[src/rtl/ifetch_unit.sv]
// rtl/ifetch_unit.sv - instruction fetch stage: PC register, redirect handling and IF/ID register
module ifetch_unit #(
    parameter logic [31:0] RESET_PC  = 32'h0000_0000,
    parameter int          MEM_WORDS = 4096
) (
    input  logic        clk,
    input  logic        reset,
    input  logic        stall,
    input  logic        flush,
    input  logic        branch_taken,
    input  logic [31:0] branch_target,
    input  logic        jump,
    input  logic [25:0] jump_index,
    output logic [31:0] imem_addr,
    input  logic [31:0] imem_instr,
    output logic [31:0] pc,
    output logic [31:0] if_instr,
    output logic [31:0] if_pc4,
    output logic        if_valid,
    output logic        halted,
    output logic [1:0]  fault
);

    typedef enum logic [1:0] {
        START  = 2'd0,
        RUN    = 2'd1,
        HALTED = 2'd2
    } state_t;

    localparam logic [32:0] PC_LIMIT = 33'(MEM_WORDS) * 33'd4;

    state_t      state, state_n;
    logic [31:0] pc_n, instr_n, pc4_n;
    logic        valid_n;
    logic [1:0]  fault_n;

    logic [31:0] pc_plus4;
    logic [31:0] jump_target;
    logic [31:0] redir_target;
    logic        redirect;

    // The jump region comes from the incremented PC, so a fetch at the end
    // of a 256 MB region jumps into the next one.
    assign pc_plus4     = pc + 32'd4;
    assign jump_target  = {pc_plus4[31:28], jump_index, 2'b00};
    assign redirect     = branch_taken | jump;
    assign redir_target = branch_taken ? branch_target : jump_target;
    assign imem_addr    = pc;
    assign halted       = (state == HALTED);

    always_comb begin
        state_n = state;
        pc_n    = pc;
        instr_n = if_instr;
        pc4_n   = if_pc4;
        valid_n = if_valid;
        fault_n = fault;
        case (state)
            START: begin
                state_n = RUN;
                valid_n = 1'b0;
            end
            RUN: begin
                if (redirect) begin
                    valid_n = 1'b0;
                    if (redir_target[1:0] != 2'b00) begin
                        state_n = HALTED;
                        fault_n = 2'b01;
                    end else if ({1'b0, redir_target} >= PC_LIMIT) begin
                        state_n = HALTED;
                        fault_n = 2'b10;
                    end else begin
                        pc_n = redir_target;
                    end
                end else if (stall) begin
                    if (flush) begin
                        valid_n = 1'b0;
                    end
                end else if ({1'b0, pc_plus4} >= PC_LIMIT) begin
                    state_n = HALTED;
                    fault_n = 2'b10;
                    valid_n = 1'b0;
                end else begin
                    instr_n = imem_instr;
                    pc4_n   = pc_plus4;
                    valid_n = ~flush;
                    pc_n    = pc_plus4;
                end
            end
            HALTED: begin
            end
            default: begin
                state_n = START;
                valid_n = 1'b0;
            end
        endcase
    end

    always_ff @(posedge clk) begin
        if (reset) begin
            state    <= START;
            pc       <= RESET_PC;
            if_instr <= 32'd0;
            if_pc4   <= 32'd0;
            if_valid <= 1'b0;
            fault    <= 2'b00;
        end else begin
            state    <= state_n;
            pc       <= pc_n;
            if_instr <= instr_n;
            if_pc4   <= pc4_n;
            if_valid <= valid_n;
            fault    <= fault_n;
        end
    end

endmodule

[config.mk]
export PLATFORM = sky130hd
export DESIGN_NAME = ifetch_unit
export DESIGN_NICKNAME = d
export VERILOG_FILES = /design/src/rtl/ifetch_unit.sv
export SDC_FILE = /design/constraint.sdc
export NUM_CORES = 1
export LEC_CHECK = 0
export CAP_MARGIN = 0
export CORE_UTILIZATION = 45
export CTS_BUF_LIST = sky130_fd_sc_hd__clkbuf_4 sky130_fd_sc_hd__clkbuf_8
export CTS_CLUSTER_SIZE = 8
export DETAILED_ROUTE_END_ITERATION = 16
export PLACE_DENSITY = 0.86
export SLEW_MARGIN = 25
export SYNTH_ARGS = -nofsm -noshare
export SYNTH_HDL_FRONTEND = slang
export SYNTH_SLANG_ARGS = --single-unit
[constraint.sdc]
create_clock -name clk -period 4.6 [get_ports clk]
set_input_delay 0.92 -clock clk [delete_from_list [all_inputs] [get_ports clk]]
set_output_delay 0.92 -clock clk [all_outputs]
set_load 0.01 [all_outputs]
==> results of run 1 <==
==> worst paths after layout <==
| path | slack, ns | start | cells after the start | end |
|---|---|---|---|---|
| worst max-delay path | 0.85 | imem_addr[3] | 9 | imem_addr[17] |
| worst min-delay path | 0.47 | if_pc4[30] | 1 | if_pc4[30] |
| worst min register to register | 0.47 | if_pc4[30] | 1 | if_pc4[30] |
| worst max register to register | 0.85 | imem_addr[3] | 9 | imem_addr[17] |
==> synthesized netlist by cell type, drive strengths merged, types with 2 or more instances <==
master	instances
nor4b	2
o21ai	15
or4	2
o21a	3
and4	9
inv	7
nand4	11
nand3	12
or3	2
nor3	13
clkbuf	16
nor4	15
buf	41
dfxtp	101
nand2	27
and3	5
o211ai	2
o31a	2
mux2i	68
a21oi	3
a311oi	3
nor2b	3
xnor2	9
and2	34
nor2	72
a211oi	4
xor2	3
nand2b	2
==> registers in the layout (all words and copies together), names as in the netlist <==
signal     flops
if_instr      32
imem_addr     32
state          2
fault          2
if_pc4        32
if_valid       1
==> cell type report <==
type / instances / area (sq um) / area share
timing repair buffer: 233 / 2310 / 0.331
multi-input combinational: 340 / 2270 / 0.325
sequential: 101 / 2020 / 0.289
tap: 133 / 166 / 0.0238
clock buffer: 9 / 124 / 0.0177
clock inverter: 7 / 67.6 / 0.00967
inverter: 7 / 26.3 / 0.00376
==> power by group <==
part / internal (uW) / switching [uW]
combinational: 134 / 90.8
sequential: 889 / 12.0
clock: 210 / 345
==> layer usage <==
layer,up-vias,routed length [microns],GRT usage,share of wire
met5,-,0,0,0
met4,0,362,0.104,0.026
met3,33,1060,0.0545,0.075
met2,225,6930,0.445,0.49
met1,2009,5680,0.300,0.40
li1,2113,-,-,-
==> per-stage QoR <==
| step | hold slack (ns) | area (sq um) | std cells |
|---|---|---|---|
| 2_1_floorplan | 0.398 | 4680 | 505 |
| 3_3_place_gp | 0.405 | 6800 | 814 |
| 3_5_place_dp | 0.438 | 6800 | 814 |
| 4_1_cts | 0.464 | 6990 | 830 |
| 5_1_grt | 0.485 | 6990 | 830 |
| 6_report | 0.472 | 6990 | 830 |
==> critical path: stages (launching register included) <==
cell and delay [ns]:
dfxtp_1 0.45, ha_1 0.25, nand3_1 0.19, nor2_1 0.41
o211ai_1 0.14, a2111oi_0 0.52, nand4_2 0.27, o31ai_4 0.91
nor2_2 0.24, and2_1 0.26
==> logic make-up after synthesis <==
family / after synthesis / synth area share
AO/OA/AOI/OAI: 47 / 0.0740
XOR/XNOR: 12 / 0.0224
adder cells (fa/ha/maj): 1 / 0.00267
buffers and inverters: 64 / 0.0842
flip-flops: 101 / 0.432
multiplexers: 69 / 0.148
AND/OR/NAND/NOR: 211 / 0.237
==> reports/summary.txt, run 1 <==
Status = completed
Remaining DRCs = 0
Starting Density = 0.472
CTS buffer count = 9
Fin crit share = 0.815
YS warnings = 0
Global placement routability congestion = 0.983
First-pass GRT wire length = 21.9 mm
Area leader, netlist = dfxtp_1
Worst Hold Class = reg -> reg
Slew Viols, Final = 0
Final net count = 789
Startpoint Class = flop
Synth Net Count = 602
RSZ-0062 raised after global routing = no
Die Wd = 104 microns
PortBufs = 227
Post-Synthesis Cells = 505
H-tree depth = 3
Die Height = 104 microns
CTS tree = built
Crit path max fanout = 17
Core footprint = 0.00991 sq mm
Most common cell after layout, fill and taps aside = clkdlybuf4s50_1
Final setup viols = 0
DIE AREA = 0.0108 sq mm
Worst-Skew Late Latency = 0.38 ns
Antenna violations before repair = 0
Clock Skews = 0.0134 ns
Synth-to-Final Area Change = 49.3%
Post-route ant nets = 0
CP Data Required Time = 4.87 ns
Vias per std cell = 5.28
Worst vdd ir = 0.148 mV
LEAKAGE = 0.00248 uW
Flops & latches, synth = 101
Number of global-route vias before repair = 4306
Number of different library cells in the post-synthesis netlist = 55
Overall routing resource usage = 0.254
Final hold vios = 0
Worst slew margin = 0.322
Syn Area/Cell = 9.27 sq um
Most frequent cells in the layout = 226 x clkdlybuf4s50_1, 101 x dfxtp_1, 71 x nor2_1, 68 x mux2i_1, 34 x and2_1
Floorplan row count = 36
Largest cells by area after synthesis = dfxtp_1 43%, mux2i_1 15%, buf_4 6.3%
Period minus WS final = 3.75 ns
First drt pass iteration count = 5
Clock buffer depth = 2
Ports = 228
Max frequency = 0.267 GHz
Number of DRC markers in iteration 0 = 351
Fillers = 763
Post-synth ARST share = 0
Grt ovf = 0
CTS clock-pin slew for the worst setup and hold paths = 0.10 ns
Largest net degree at the start of global routing = 37
Setup CP Type = reg -> reg
Post-synthesis sequential area ratio = 0.432
Mapped Area = 0.00468 sq mm
Top cell type's share of synthesized area = 0.432
Hold buffer count at cts = 0
Dpl ws = 0.697 ns
Crit. End Element = flop
EDFF count, synth = 0
Final Util = 0.705
Vias after detailed routing = 4380
Total Wirelength = 14.0 mm
Post-CTS setup buffers = 0
Clk sinks = 101
Ys flop type = dfxtp_1
CTS root buf = clkbuf_8
Cts repair resizes = 0
Worst endpoint data arrival time = 4.02 ns
PnR Total Power = 1680 uW
Layout cells sized above 1 = 0.0473
HPWL Detailed = 10.8 mm
Post-route worst setup slack = 0.852 ns
Max-Cap Viols = 0
Diode count = 0
Slew @ Worst Pin = 1.02 ns
Setup TNS = 0 ns
Pwr Density = 241 mW/mm^2
Avg WL per Cell = 16.9 microns
Power figures use the tool's default switching activity.
==> run 2: changes to the inputs <==
CORE_UTILIZATION = 38   (was 45)
PLACE_DENSITY = 0.77   (was 0.86)
clock period = 3.1 ns   (was 4.6 ns; I/O delays follow)
==> reports/summary.txt, run 2 (same netlist as run 1, synthesis figures left out) <==
Status = completed
First drt pass iteration count = 4
Pwr Density = 335 mW/mm^2
Switching portion of total power = 0.260
Die Height = 113 microns
FF-to-FF End = if_instr[3]
Hold buffer count at cts = 0
Grt ovf = 0
Hold path cells = 1
Psw = 646 uW
Global placement routability congestion = 0.810
Final hold vios = 0
Max-Cap Viols = 0
WP buf/inv = 2
Fillers = 1058
Startpoint Class = flop
PortBufs = 227
Avg WL per Cell = 16.0 microns
Core footprint = 0.0120 sq mm
RSZ-0062 raised after global routing = yes
Worst-Skew Late Latency = 0.37 ns
Final net count = 831
Slowest CP cell = or4_1
Crit. End Element = flop
Ports = 228
Die Wd = 113 microns
Vias after detailed routing = 4521
Total Wirelength = 14.2 mm
Clk pwr share = 0.320
Area of the multi-input gates = 0.00232 sq mm
Flop pwr share = 0.536
Post-route ant nets = 0
Remaining DRCs = 0
Floorplan row count = 40
Worst slew margin = 0.625
Dpl ws = -0.353 ns
Max frequency = 0.345 GHz
Number of DRC markers in iteration 0 = 186
CTS tree = built
Worst Hold Class = reg -> reg
Clock buffer depth = 2
Clock Skews = 0.0192 ns
Crit-path leading delay family = simple AND/OR/NAND/NOR gates
Hold Crit Start = state[1]
DIE AREA = 0.0128 sq mm
Most common cell after layout, fill and taps aside = clkdlybuf4s50_1
CTS buffer count = 9
Int Power = 1840 uW
Fin crit share = 0.934
CTS root buf = clkbuf_8
Final setup viols = 0
Post-route worst setup slack = 0.204 ns
H-tree depth = 3
Worst endpoint data arrival time = 3.14 ns
Period minus WS final = 2.90 ns
Clk sinks = 101
Slew Viols, Final = 0
LEAKAGE = 0.00271 uW
Slew @ Worst Pin = 0.557 ns
Number of global-route vias before repair = 4571
Worst vdd ir = 0.175 mV
Synth-to-Final Area Change = 58.4%
Setup CP Type = reg -> reg
CP Data Required Time = 3.34 ns
Overall routing resource usage = 0.224
Crit Reg-Reg Startpoint = imem_addr[21]
HPWL Detailed = 11.1 mm
Layout cells sized above 1 = 0.115
Most frequent cells in the layout = 226 x clkdlybuf4s50_1, 100 x dfxtp_1, 70 x nor2_1, 68 x mux2i_1, 44 x buf_4
Sequential Area = 0.00202 sq mm
Slowest stage delay, CP = 0.56 ns
Worst R2R Path Depth = 10
Crit path max fanout = 26
Worst path cell trace = nand2_1, or4_1, o31a_1, a211oi_2, nand4_2, nor3_4, buf_4, buf_12, mux2i_1, nor2_1
CTS clock-pin slew for the worst setup and hold paths = 0.10 ns
WHS Endpoint = state[0]
First-pass GRT wire length = 22.7 mm
Hold Slack = 0.434 ns
Diode count = 0
Largest net degree at the start of global routing = 36
Reg2reg setup slack = 0.20 ns
Starting Density = 0.390
Comb pwr share = 0.144
Antenna violations before repair = 0
Vias per std cell = 5.10
-- run 2: cell count changes in the layout (fill, tap and decap cells not counted), moves of 2 or more --
cell / before / now
nor4_1: 14 / 11
nor2_4: 0 / 2
buf_12: 0 / 4
buf_4: 6 / 44
nor4_2: 0 / 3
inv_6: 2 / 0
-- run 2: power by group through the flow --
stage / Combinational, uW / Clock (uW) / Sequential [uW]
after floorplan: 127 / 0 / 1370
after global placement: 347 / 0 / 1360
after detailed placement: 355 / 0 / 1360
after CTS: 359 / 815 / 1330
after global routing: 386 / 864 / 1340
final: 359 / 796 / 1330
-- run 2: timing repair --
action                                 in CTS  in global routing
endpoints found under the hold margin       0                  0
gates resized for setup                     4                  9
setup endpoints to repair                  25                 88
buffers inserted                            1                  1
pin swaps                                   1                  4
-- run 2: final cells by class --
cell class	instances	share of cell area
clock buffers	9	0.0167
clock inverters	7	0.00793
inverters	7	0.00354
multi-input cells	340	0.313
flip-flops and latches	101	0.273
well taps	147	0.0248
repair buffers	275	0.361
-- run 2: how the worst max path moves through the flow --
stage | cells after the start | startpoint | slack, ns | to
3_5_place_dp | 10 | branch_taken | -0.35 | imem_addr[17]
5_1_grt | 12 | imem_addr[2] | -0.02 | if_instr[2]
4_1_cts | 10 | branch_taken | 0.01 | imem_addr[11]
6_report | 10 | imem_addr[21] | 0.20 | if_instr[3]
3_3_place_gp | 10 | branch_taken | -0.31 | imem_addr[27]
2_1_floorplan | 10 | imem_addr[2] | 0.07 | imem_addr[10]
-- run 2: routing by layer --
metal | vias to the layer above | global-route usage | wire, microns | share of wire
met5 | - | 0 | 0 | 0
met3 | 17 | 0.0514 | 927 | 0.065
met4 | 0 | 0.0746 | 192 | 0.014
li1 | 2199 | - | - | -
met1 | 2143 | 0.268 | 6020 | 0.42
met2 | 162 | 0.395 | 7050 | 0.50
-- run 2: stage by stage --
step | power [uW] | area (sq um) | setup TNS (ns) | std cells | util
floorplan | 1500 | 4680 | 0 | 505 | -
detailed placement | 1720 | 7170 | -13.67 | 868 | 0.597
global route | 2590 | 7420 | -0.0973 | 886 | 0.618
CTS | 2510 | 7370 | 0 | 885 | 0.614
global placement | 1710 | 7170 | -8.55 | 868 | 0.597
finish | 2490 | 7420 | 0 | 886 | 0.618
-- run 2: worst reg2reg max path, cell delays in order (launching register included) --
cell	delay [ns]
dfxtp_1	0.43
nand2_1	0.11
or4_1	0.57
o31a_1	0.32
a211oi_2	0.25
nand4_2	0.23
nor3_4	0.21
buf_4	0.15
buf_12	0.20
mux2i_1	0.24
nor2_1	0.06
